### src/rtl/clave_hit_judge_if.sv
// Signal bundle between the phrase counter / player key and the clave hit judge.
interface clave_hit_judge_if;
    logic        go;
    logic [12:0] count;
    logic        key;
    logic        cue;
    logic        hit;
    logic        miss;
    logic [2:0]  beat_idx;
    logic [3:0]  score;
    logic        done;

    modport master (
        output go, count, key,
        input  cue, hit, miss, beat_idx, score, done
    );

    modport slave (
        input  go, count, key,
        output cue, hit, miss, beat_idx, score, done
    );
endinterface

### src/rtl/clave_hit_judge.sv
// Judges key presses against the 3-2 son-clave beat targets and keeps a phrase score.
// Optional macro CLAVE_EARLY_PENALTY_EN: stray presses while armed pulse miss and cost one point.
module clave_hit_judge #(
    parameter logic [12:0] STEP   = 13'd400,
    parameter logic [12:0] OFFSET = 13'd200,
    parameter logic [12:0] WINDOW = 13'd40
) (
    input  logic               clk,
    input  logic               reset,
    clave_hit_judge_if.slave   bus
);

    localparam logic [1:0] IDLE  = 2'd0;
    localparam logic [1:0] ARMED = 2'd1;
    localparam logic [1:0] DONE  = 2'd2;

    logic [1:0]  state;
    logic [2:0]  idx;
    logic [3:0]  score;
    logic        done;
    logic        cue_q;
    logic        hit_q;
    logic        miss_q;
    logic        key_prev;
    logic [12:0] count_prev;

    logic [12:0] t;
    logic [12:0] hi;
    logic [12:0] lo;
    logic        press;
    logic        late;
    logic        in_win;

    function automatic logic [12:0] target(input logic [2:0] i);
        case (i)
            3'd0:    target = OFFSET;
            3'd1:    target = OFFSET + 13'd3  * STEP;
            3'd2:    target = OFFSET + 13'd6  * STEP;
            3'd3:    target = OFFSET + 13'd10 * STEP;
            3'd4:    target = OFFSET + 13'd12 * STEP;
            default: target = '0;
        endcase
    endfunction

    // Low bound clamps at zero so an early target never wraps the window.
    always_comb begin
        t      = target(idx);
        hi     = t + WINDOW;
        lo     = (t >= WINDOW) ? (t - WINDOW) : '0;
        press  = bus.key && !key_prev;
        late   = bus.count > hi;
        in_win = bus.count >= lo;
    end

    always_ff @(posedge clk) begin
        if (reset) begin
            state      <= IDLE;
            idx        <= '0;
            score      <= '0;
            done       <= 1'b0;
            cue_q      <= 1'b0;
            hit_q      <= 1'b0;
            miss_q     <= 1'b0;
            key_prev   <= 1'b0;
            count_prev <= '0;
        end else begin
            key_prev   <= bus.key;
            count_prev <= bus.count;
            cue_q      <= 1'b0;
            hit_q      <= 1'b0;
            miss_q     <= 1'b0;
            if (bus.go) begin
                state <= ARMED;
                idx   <= '0;
                score <= '0;
                done  <= 1'b0;
            end else begin
                case (state)
                    ARMED: begin
                        cue_q <= (bus.count == t) && (count_prev != t);
                        if (late || (press && in_win)) begin
                            miss_q <= late;
                            hit_q  <= !late;
                            if (!late && score != 4'd15)
                                score <= score + 4'd1;
                            if (idx == 3'd4) begin
                                state <= DONE;
                                idx   <= 3'd5;
                                done  <= 1'b1;
                            end else begin
                                idx <= idx + 3'd1;
                            end
                        end
`ifdef CLAVE_EARLY_PENALTY_EN
                        else if (press) begin
                            miss_q <= 1'b1;
                            if (score != 4'd0)
                                score <= score - 4'd1;
                        end
`endif
                    end
                    default: ;
                endcase
            end
        end
    end

    assign bus.cue      = cue_q;
    assign bus.hit      = hit_q;
    assign bus.miss     = miss_q;
    assign bus.beat_idx = idx;
    assign bus.score    = score;
    assign bus.done     = done;

endmodule

### src/flat_wrapper.sv
// flat-port wrapper written by rule: the top's interface ports become plain ports
module clave_hit_judge_flat 
#(
    parameter logic [12:0] STEP   = 13'd400,
    parameter logic [12:0] OFFSET = 13'd200,
    parameter logic [12:0] WINDOW = 13'd40
)
  (clk, reset, bus_go, bus_count, bus_key, bus_cue, bus_hit, bus_miss, bus_beat_idx, bus_score, bus_done);
  clave_hit_judge_if bus_i ();
  input  logic clk;
  input  logic reset;
  input wire logic [$bits(bus_i.go)-1:0] bus_go;
  input wire logic [$bits(bus_i.count)-1:0] bus_count;
  input wire logic [$bits(bus_i.key)-1:0] bus_key;
  output wire logic [$bits(bus_i.cue)-1:0] bus_cue;
  output wire logic [$bits(bus_i.hit)-1:0] bus_hit;
  output wire logic [$bits(bus_i.miss)-1:0] bus_miss;
  output wire logic [$bits(bus_i.beat_idx)-1:0] bus_beat_idx;
  output wire logic [$bits(bus_i.score)-1:0] bus_score;
  output wire logic [$bits(bus_i.done)-1:0] bus_done;
  assign bus_i.go = bus_go;
  assign bus_i.count = bus_count;
  assign bus_i.key = bus_key;
  assign bus_cue = bus_i.cue;
  assign bus_hit = bus_i.hit;
  assign bus_miss = bus_i.miss;
  assign bus_beat_idx = bus_i.beat_idx;
  assign bus_score = bus_i.score;
  assign bus_done = bus_i.done;
  clave_hit_judge #(.STEP(STEP), .OFFSET(OFFSET), .WINDOW(WINDOW)) u_core (.clk(clk), .reset(reset), .bus(bus_i));
endmodule
### config.mk
export PLATFORM = sky130hd
export DESIGN_NAME = clave_hit_judge_flat
export DESIGN_NICKNAME = d
export VERILOG_FILES = /design/src/rtl/clave_hit_judge_if.sv /design/src/rtl/clave_hit_judge.sv /design/src/flat_wrapper.sv
export SDC_FILE = /design/constraint.sdc
export NUM_CORES = 1
export LEC_CHECK = 0
export BUFFER_PORTS_ARGS = -buffer_cell sky130_fd_sc_hd__buf_2
export CAP_MARGIN = 20
export CORE_UTILIZATION = 60
export CTS_BUF_LIST = sky130_fd_sc_hd__clkbuf_8
export DETAILED_ROUTE_END_ITERATION = 10
export PLACE_DENSITY = 0.88
export SYNTH_ARGS = -nofsm -noshare
export SYNTH_HDL_FRONTEND = slang
export SYNTH_SLANG_ARGS = --single-unit
### constraint.sdc
create_clock -name clk -period 5.55 [get_ports clk]
set_input_delay 0.8325 -clock clk [delete_from_list [all_inputs] [get_ports clk]]
set_output_delay 0.8325 -clock clk [all_outputs]
set_load 0.005 [all_outputs]
==> results.sh, run 1 <==
export IMPL_status="finished clean"
export IMPL_cts_resized=0
export IMPL_cts_sinks=26
export IMPL_ys_warn_count=0
export IMPL_synth_nets=293
export IMPL_port_buffers=27
export IMPL_ant_nets=0
export IMPL_diodes=0
export IMPL_rows=20
export IMPL_die_w_um=59.75
export IMPL_grt_pass1_vias=1749
export IMPL_drt_iter0_markers=129
export IMPL_clockBufferDepth=2
export IMPL_grt_antenna_before_repair=0
export IMPL_holdCritPathClass="flop to flop"
export IMPL_fmax_ghz=0.2232
export IMPL_clk_pin_slew_ps=100
export IMPL_pwr_share_seq_pct=43.3
export IMPL_crit_type="flop to flop"
export IMPL_pre_cts_ws_ps=1331
export IMPL_first_pass_iters=4
export IMPL_ys_ff_latch=26
export IMPL_setup_worst_path_end_class="flop"
export IMPL_p_switching_uw=128.6
export IMPL_drc=0
export IMPL_syn_area_per_cell_um2=8.100
export IMPL_ir_drop_mv=0.1336
export IMPL_dieArea_mm2=0.003569
export IMPL_drv_cap=0
export IMPL_power_frac_clock_pct=35.6
export IMPL_worst_ep_required_time_ps=5770
export IMPL_num_nets_final=315
export IMPL_rsz0062_at_grt="no"
export IMPL_path_max_fanout=18
export IMPL_wl_um=5116
export IMPL_num_vias=1935
export IMPL_finalSetupTns_ps=0
export IMPL_grt_pass1_wl_um=7914
export IMPL_timing_final_ws_setup_ps=1071
export IMPL_swShare_pct=28.17
export IMPL_hpwl_um=3900
export IMPL_syn_area_mm2=0.002001
export IMPL_netlist_instances=247
export IMPL_async_flop_share_pct=0
export IMPL_grtUsageTotal_pct=30.12
export IMPL_synth_edf_count=0
export IMPL_cp_startpoint="u_core.bus.beat_idx[2]$_SDFFE_PP0P_"
export IMPL_drive_above_1_share_pct=14.55
export IMPL_final_max_slew_viol_count=0
export IMPL_layout_common_cells="ha_1 (29), buf_2 (27), dfxtp_1 (26)"
export IMPL_cts_tree="built"
export IMPL_start_util_pct=64.48
export IMPL_maxSlewHeadroom_pct=56.95
export IMPL_layout_commonest_cell="ha_1"
export IMPL_p_comb_share_pct=21.2
export IMPL_wl_per_cell_um=16.40
export IMPL_postCtsSetupBuffers=0
export IMPL_p_int_uw=327.9
export IMPL_r2r_start="u_core.bus.beat_idx[2]$_SDFFE_PP0P_"
export IMPL_synthFlopType="dfxtp_1"
export IMPL_h_tree_depth=1
export IMPL_area_growth_pct=10.82
export IMPL_tightest_slew_ps=642.8
export IMPL_die_y_um=59.75
export IMPL_finClkSkew_ps=4.781
export IMPL_worst_setup_path_start_kind="flop"
export IMPL_drt_vias_per_instance=6.202
export IMPL_report_final_setup_viol=0
export IMPL_routabilityCongestion=1.013
export IMPL_numCtsBuffers=3
export IMPL_fin_crit_sh_pct=80.71
export IMPL_pin_count=28
export IMPL_ys_seq_area_share_pct=26.02
export IMPL_grt_ovfl_total=0
export IMPL_ctsHoldBuffers=0
export IMPL_grt_max_degree=19
export IMPL_worstReg2RegEnd="u_core.bus.score[3]$_SDFFE_PP0P_"
export IMPL_powerDensity_mw_per_mm2=205.9
export IMPL_fillers=259
export IMPL_r2r_setup_slack_ps=1070
export IMPL_cts_root_buf="clkbuf_8"
export IMPL_core_area_mm2=0.003103
export IMPL_worstSetupEndpoint="u_core.bus.score[3]$_SDFFE_PP0P_"
export IMPL_min_period_ps=4479
export IMPL_worstRegToRegCells=15
export IMPL_synthDistinctLibCells=44
export IMPL_clkLatencyLatePin_ps=280
export IMPL_arrival_ps=4690
export IMPL_p_leak_uw=0.0009603
export IMPL_hold_violations=0
-- power by group through the flow --
stage	logic [uW]	clock network (uW)	registers (uW)
after global placement	90.7	0	201
final	96.6	162	197
after global routing	106	171	198
after floorplan	65.7	0	201
after CTS	94.3	161	197
after detailed placement	93.1	0	202
-- logic make-up (layout without fill, tap and decap cells) --
family / count (synthesis) / in the layout / share of synthesized area [%]
multiplexers: 1 / 1 / 0.5628
flip-flops: 26 / 26 / 26.02
buffers and inverters: 25 / 46 / 5.065
AO/OA/AOI/OAI: 57 / 57 / 19.20
adder cells (fa/ha/maj): 29 / 29 / 18.14
AND/OR/NAND/NOR: 95 / 95 / 24.89
XOR/XNOR: 14 / 14 / 6.129
-- cells in the mapped netlist (all sizes together) (3+ instances only) --
cell / number / area (um2)
a211oi: 5 / 37.54
a21oi: 17 / 85.08
clkbuf: 8 / 30.03
dfxtp: 26 / 520.5
ha: 29 / 362.9
inv: 15 / 56.30
nand2: 19 / 71.32
nand2b: 4 / 25.02
nand3: 9 / 45.04
nand4: 4 / 25.02
nor2: 21 / 78.83
nor2b: 15 / 93.84
nor3: 8 / 40.04
nor4: 4 / 37.53
o21ai: 13 / 65.06
o31ai: 5 / 37.54
or3: 4 / 30.03
or4: 3 / 22.52
xnor2: 7 / 61.31
xor2: 7 / 61.31
-- critical path: stages, from the launching register on --
cell and delay (ps):
dfxtp_1 690, inv_1 250, ha_1 340, o21bai_1 270, nand2_1 190, ha_1 170
nor2_1 70, nor3_1 250, o21ai_0 160, ha_1 320, a21oi_1 170, o21ai_1 100
a2111oi_2 500, a2bb2o_4 290, or4_1 500, a21oi_1 140
-- through the flow --
stage               cells  power, uW  util [%]  instance area, um2  hold WS (ps)
CTS                   312      452.9     71.45                2217         509.1
finish                312      456.5     71.45                2217         504.7
global placement      308      292.0     69.15                2146         484.5
floorplan             247      266.3         -                2001         480.8
global route          312      475.2     71.45                2217         541.4
detailed placement    308      294.8     69.15                2146         494.1
-- area by class of cell --
type / instances / area (um2) / area share, %
multi-input cells: 196 / 1379 / 62.19
flip-flops and latches: 26 / 520.5 / 23.48
repair buffers: 27 / 135.1 / 6.095
inverters: 15 / 56.30 / 2.539
well taps: 44 / 55.05 / 2.483
clock buffers: 3 / 41.29 / 1.862
clock inverters: 1 / 30.03 / 1.354
-- metal layers --
layer | GRT usage (%) | up-vias | routed length (um)
li1 | - | 929 | -
met2 | 49.84 | 96 | 2356
met5 | 0 | - | 0
met4 | 16.28 | 0 | 207
met3 | 4.978 | 23 | 378
met1 | 37.09 | 887 | 2173
-- registers in the layout, summed over array words and instances (netlist names) --
signal               flops
u_core.count_prev       13
u_core.bus.score         4
u_core.bus.beat_idx      3
u_core.bus.cue           1
u_core.bus.done          1
u_core.bus.hit           1
u_core.bus.miss          1
u_core.key_prev          1
u_core.state             1
-- worst min path at each step --
stage	from	endpoint	depth (start not counted)
finish	u_core.bus.score[3]$_SDFFE_PP0P_	u_core.bus.score[3]$_SDFFE_PP0P_	2
global placement	u_core.bus.score[3]$_SDFFE_PP0P_	u_core.bus.score[3]$_SDFFE_PP0P_	2
global route	u_core.bus.score[3]$_SDFFE_PP0P_	u_core.bus.score[3]$_SDFFE_PP0P_	2
detailed placement	u_core.bus.score[3]$_SDFFE_PP0P_	u_core.bus.score[3]$_SDFFE_PP0P_	2
CTS	u_core.bus.score[3]$_SDFFE_PP0P_	u_core.bus.score[3]$_SDFFE_PP0P_	2
floorplan	u_core.bus.score[3]$_SDFFE_PP0P_	u_core.bus.score[3]$_SDFFE_PP0P_	2
(Power assumes the default switching activity.)
==> run 2: changes to the inputs <==
Settings changed: CORE_UTILIZATION 60 to 54, PLACE_DENSITY 0.88 to 0.84.
Clock period 5.55 ns to 3.9 ns, I/O delays scaled along.
==> results.sh, run 2 (synthesis results as in run 1) <==
export IMPL_status="finished clean"
export IMPL_drc=0
export IMPL_worst_ep_required_time_ps=4080
export IMPL_diodes=0
export IMPL_grt_ovfl_total=0
export IMPL_cts_root_buf="clkbuf_8"
export IMPL_ir_drop_mv=0.1577
export IMPL_worstReg2RegEnd="u_core.bus.beat_idx[0]$_SDFFE_PP0P_"
export IMPL_pin_count=28
export IMPL_grt_pass1_wl_um=9204
export IMPL_wl_per_cell_um=17.69
export IMPL_die_w_um=62.87
export IMPL_path_max_fanout=6
export IMPL_first_pass_iters=4
export IMPL_grt_antenna_before_repair=0
export IMPL_h_tree_depth=1
export IMPL_worst_setup_path_start_kind="flop"
export IMPL_placed_area_mm2=0.002253
export IMPL_fin_util_pct=70.67
export IMPL_min_period_ps=3829
export IMPL_arrival_ps=4010
export IMPL_routabilityCongestion=0.9213
export IMPL_final_max_slew_viol_count=0
export IMPL_timing_final_ws_setup_ps=70.85
export IMPL_hpwl_um=3988
export IMPL_grtUsageTotal_pct=29.89
export IMPL_finClkSkew_ps=7.776
export IMPL_p_comb_share_pct=23.9
export IMPL_wl_um=5802
export IMPL_core_area_mm2=0.003442
export IMPL_pre_cts_ws_ps=37.60
export IMPL_p_leak_uw=0.001055
export IMPL_regMostFlops="u_core.count_prev"
export IMPL_dieArea_mm2=0.003953
export IMPL_fmax_ghz=0.2612
export IMPL_hold_violations=0
export IMPL_grt_max_degree=18
export IMPL_largest_register_ffs=13
export IMPL_drive_above_1_share_pct=25.89
export IMPL_cts_tree="built"
export IMPL_holdCritPathClass="flop to flop"
export IMPL_whs_path_depth=2
export IMPL_swShare_pct=29.14
export IMPL_crit_type="flop to flop"
export IMPL_clkLatencyLatePin_ps=280
export IMPL_cp_startpoint="u_core.bus.beat_idx[1]$_SDFFE_PP0P_"
export IMPL_die_y_um=62.87
export IMPL_grt_pass1_vias=1889
export IMPL_p_total_uw=673.4
export IMPL_fillers=287
export IMPL_num_vias=2011
export IMPL_layout_common_cells="buf_2 (27), ha_1 (26), dfxtp_1 (24)"
export IMPL_worstRegToRegCells=16
export IMPL_register_area_um2=525.5
export IMPL_final_area_mm2=0.002432
export IMPL_ant_nets=0
export IMPL_numCtsBuffers=3
export IMPL_cts_sinks=26
export IMPL_start_util_pct=58.12
export IMPL_drt_iter0_markers=176
export IMPL_fin_crit_sh_pct=98.18
export IMPL_multi_input_area_mm2=0.001481
export IMPL_min_from="u_core.bus.score[3]$_SDFFE_PP0P_"
export IMPL_clockBufferDepth=2
export IMPL_port_buffers=27
export IMPL_power_frac_clock_pct=34.5
export IMPL_setup_worst_path_end_class="flop"
export IMPL_p_int_uw=477.2
export IMPL_drv_cap=0
export IMPL_pwr_share_seq_pct=41.6
export IMPL_area_growth_pct=21.58
export IMPL_drt_vias_per_instance=6.131
export IMPL_r2r_setup_slack_ps=70
export IMPL_powerDensity_mw_per_mm2=276.8
export IMPL_ctsHoldBuffers=0
export IMPL_layout_commonest_cell="buf_2"
export IMPL_tightest_slew_ps=503.6
export IMPL_maxSlewHeadroom_pct=66.12
export IMPL_report_final_setup_viol=0
export IMPL_r2r_start="u_core.bus.beat_idx[1]$_SDFFE_PP0P_"
export IMPL_hold_end="u_core.bus.score[3]$_SDFFE_PP0P_"
export IMPL_p_switching_uw=196.2
export IMPL_rows=21
export IMPL_num_nets_final=329
export IMPL_clk_pin_slew_ps=100
[run 2: what timing repair did]
action	4_1_cts	5_1_grt
gates resized for setup	2	22
buffers inserted	0	1
pin swaps	0	4
endpoints found under the setup margin	2	9
[run 2: power groups by stage]
stage          clock network, uW  logic [uW]  registers [uW]
2_1_floorplan                  0        94.1             285
3_3_place_gp                   0         136             286
3_5_place_dp                   0         139             286
4_1_cts                      231         145             280
5_1_grt                      246         177             281
6_report                     232         161             280
[run 2: worst max path at each step]
| stage | end | cells past startpoint | slack (ps) |
|---|---|---|---|
| after floorplan | u_core.bus.score[3]$_SDFFE_PP0P_ | 18 | 20 |
| after global placement | u_core.bus.score[3]$_SDFFE_PP0P_ | 15 | -4 |
| after detailed placement | u_core.bus.score[3]$_SDFFE_PP0P_ | 15 | 40 |
| after CTS | u_core.bus.score[3]$_SDFFE_PP0P_ | 16 | 10 |
| after global routing | u_core.bus.beat_idx[0]$_SDFFE_PP0P_ | 17 | -130 |
| final | u_core.bus.beat_idx[0]$_SDFFE_PP0P_ | 16 | 70 |
[run 2: critical path, stage by stage, from the launching register on]
cell	delay [ps]
dfxtp_4	380
ha_1	200
ha_1	220
buf_4	160
a21oi_2	290
nor2_1	160
a21oi_1	220
a21oi_1	80
ha_1	350
nand4_1	220
a211oi_2	340
a2111oi_4	110
buf_4	160
o211ai_1	320
buf_4	210
a21oi_1	70
a211oi_1	250
[run 2: cell type report]
type	count	share of cell area, %
inverters	15	2.315
multi-input cells	196	60.91
clock buffers	3	1.698
well taps	46	2.366
clock inverters	1	1.235
repair buffers	41	9.877
flip-flops and latches	26	21.60
[run 2: metrics by stage]
step,cells,setup TNS (ps),hold WS [ps]
6_report,328,0,500.5
5_1_grt,328,-223.6,525.5
4_1_cts,327,0,500.7
3_5_place_dp,323,0,485.2
3_3_place_gp,323,-3.986,481.3
2_1_floorplan,247,0,480.8
[run 2: per-layer routing]
metal  up-vias  GRT usage [%]  part of all wire, %
li1        951              -                    -
met1       935          38.31                   41
met2        97          49.46                   49
met3        28          4.197                  5.6
met4         0          12.79                  4.1
met5         -              0                    0
==> run 3: changes to the inputs <==
Settings changed: CORE_UTILIZATION 54 to 50, PLACE_DENSITY 0.84 to 0.79.
==> results.sh, run 3 (synthesis results as in run 1) <==
export IMPL_worst_setup_path_start_kind="flop"
export IMPL_rows=22
export IMPL_core_area_mm2=0.003744
export IMPL_first_pass_iters=4
export IMPL_min_period_ps=3753
export IMPL_h_tree_depth=1
export IMPL_grt_antenna_before_repair=0
export IMPL_arrival_ps=3960
export IMPL_regMostFlops="u_core.count_prev"
export IMPL_crit_family="compound AO/OA/AOI/OAI gates"
export IMPL_drt_iter0_markers=91
export IMPL_numCtsBuffers=3
export IMPL_crit_cells=16
export IMPL_report_final_setup_viol=0
export IMPL_worst_ep_required_time_ps=4110
export IMPL_tightest_slew_ps=475.8
export IMPL_r2r_start="u_core.bus.beat_idx[1]$_SDFFE_PP0P_"
export IMPL_wl_per_cell_um=15.16
export IMPL_die_w_um=65.26
export IMPL_path_max_fanout=9
export IMPL_grtUsageTotal_pct=24.83
export IMPL_wl_um=5032
export IMPL_critical_path_buf_inv_count=1
export IMPL_hold_slack_ps=505.6
export IMPL_hpwl_um=3870
export IMPL_cts_root_buf="clkbuf_8"
export IMPL_post_place_cells=328
export IMPL_final_area_mm2=0.002380
export IMPL_pin_count=28
export IMPL_cp_startpoint="u_core.bus.beat_idx[1]$_SDFFE_PP0P_"
export IMPL_placed_area_mm2=0.002278
export IMPL_min_from="u_core.bus.score[3]$_SDFFE_PP0P_"
export IMPL_port_buffers=27
export IMPL_status="finished clean"
export IMPL_num_nets_final=331
export IMPL_holdCritPathClass="flop to flop"
export IMPL_clkLatencyLatePin_ps=270
export IMPL_hold_violations=0
export IMPL_cts_resized=0
export IMPL_cts_sinks=26
export IMPL_layout_common_cells="ha_1 (27), buf_2 (27), dfxtp_1 (24)"
export IMPL_slowest_stage="or4_1"
export IMPL_critPathMaxStageDelay_ps=500
export IMPL_cts_tree="built"
export IMPL_drv_cap=0
export IMPL_p_leak_uw=0.001045
export IMPL_finClkSkew_ps=1.570
export IMPL_ant_nets=0
export IMPL_ir_drop_mv=0.1504
export IMPL_fillers=346
export IMPL_grt_max_degree=18
export IMPL_largest_register_ffs=13
export IMPL_grt_pass1_wl_um=8142
export IMPL_diodes=0
export IMPL_fmax_ghz=0.2665
export IMPL_routabilityCongestion=0.8797
export IMPL_grt_pass1_vias=1807
export IMPL_fin_crit_sh_pct=96.22
export IMPL_drive_above_1_share_pct=23.59
export IMPL_clk_pin_slew_ps=90
export IMPL_drt_vias_per_instance=5.666
export IMPL_worstRegToRegCells=16
export IMPL_drc=0
export IMPL_crit_type="flop to flop"
export IMPL_postCtsSetupBuffers=0
export IMPL_clockBufferDepth=2
export IMPL_start_util_pct=53.44
export IMPL_final_max_slew_viol_count=0
export IMPL_num_vias=1881
export IMPL_dieArea_mm2=0.004258
export IMPL_critical_path_cell_chain="inv_1 -> ha_2 -> nor2_1 -> o21bai_2 -> nand2_1 -> ha_1 -> nor2_2 -> nor3_2 -> o21ai_0 -> ha_1 -> a21oi_1 -> o21ai_1 -> a2111oi_4 -> a2bb2o_4 -> or4_1 -> a21oi_1"
export IMPL_maxSlewHeadroom_pct=67.95
export IMPL_powerDensity_mw_per_mm2=255.3
export IMPL_setup_worst_path_end_class="flop"
export IMPL_whs_path_depth=2
export IMPL_ctsHoldBuffers=0
export IMPL_die_y_um=65.26
export IMPL_p_total_uw=607.6
export IMPL_final_cell_count_no_fill=332
export IMPL_area_growth_pct=18.95
export IMPL_grt_ovfl_total=0
## run 3: power by group
group / switching (uW) / internal [uW] / total [uW]
Combinational: 85.0 / 62.5 / 147
Clock: 89.2 / 90.4 / 180
Sequential: 5.50 / 275 / 280
## run 3: final timing paths
check / to / slack (ps)
worst max-delay path: u_core.bus.score[3]$_SDFFE_PP0P_ / 150
worst min-delay path: u_core.bus.score[3]$_SDFFE_PP0P_ / 510
worst max register to register: u_core.bus.score[3]$_SDFFE_PP0P_ / 150
worst min register to register: u_core.bus.score[3]$_SDFFE_PP0P_ / 510
## run 3: area by class of cell
| class | instances | area [um2] | area share (%) |
|---|---|---|---|
| clock buffer | 4 | 55.05 | 2.313 |
| tap | 48 | 60.06 | 2.524 |
| inverter | 15 | 56.30 | 2.366 |
| timing repair buffer | 43 | 255.2 | 10.73 |
| multi-input combinational | 196 | 1430 | 60.09 |
| sequential | 26 | 523.0 | 21.98 |
## run 3: worst register-to-register path, stage by stage (launching register included)
cell,delay (ps)
dfxtp_2,360
inv_1,150
ha_2,250
nor2_1,60
o21bai_2,160
nand2_1,140
ha_1,230
nor2_2,150
nor3_2,60
o21ai_0,180
ha_1,280
a21oi_1,200
o21ai_1,130
a2111oi_4,410
a2bb2o_4,290
or4_1,500
a21oi_1,150
## run 3: routing by layer
layer | routed length (um) | part of all wire (%) | vias to the layer above | track usage (%)
met2 | 2345 | 47 | 50 | 42.40
met4 | 97 | 1.9 | 0 | 7.337
met5 | 0 | 0 | - | 0
met3 | 203 | 4.0 | 10 | 3.125
li1 | - | - | 958 | -
met1 | 2386 | 47 | 863 | 32.34
## run 3: metrics by stage
stage | setup slack [ps] | setup TNS, ps | utilization [%]
after global placement | 165.3 | 0 | 60.86
final | 147.3 | 0 | 63.57
after CTS | 17.53 | 0 | 62.33
after detailed placement | 44.18 | 0 | 60.86
after floorplan | 20.31 | 0 | -
after global routing | -107.7 | -149.8 | 63.57
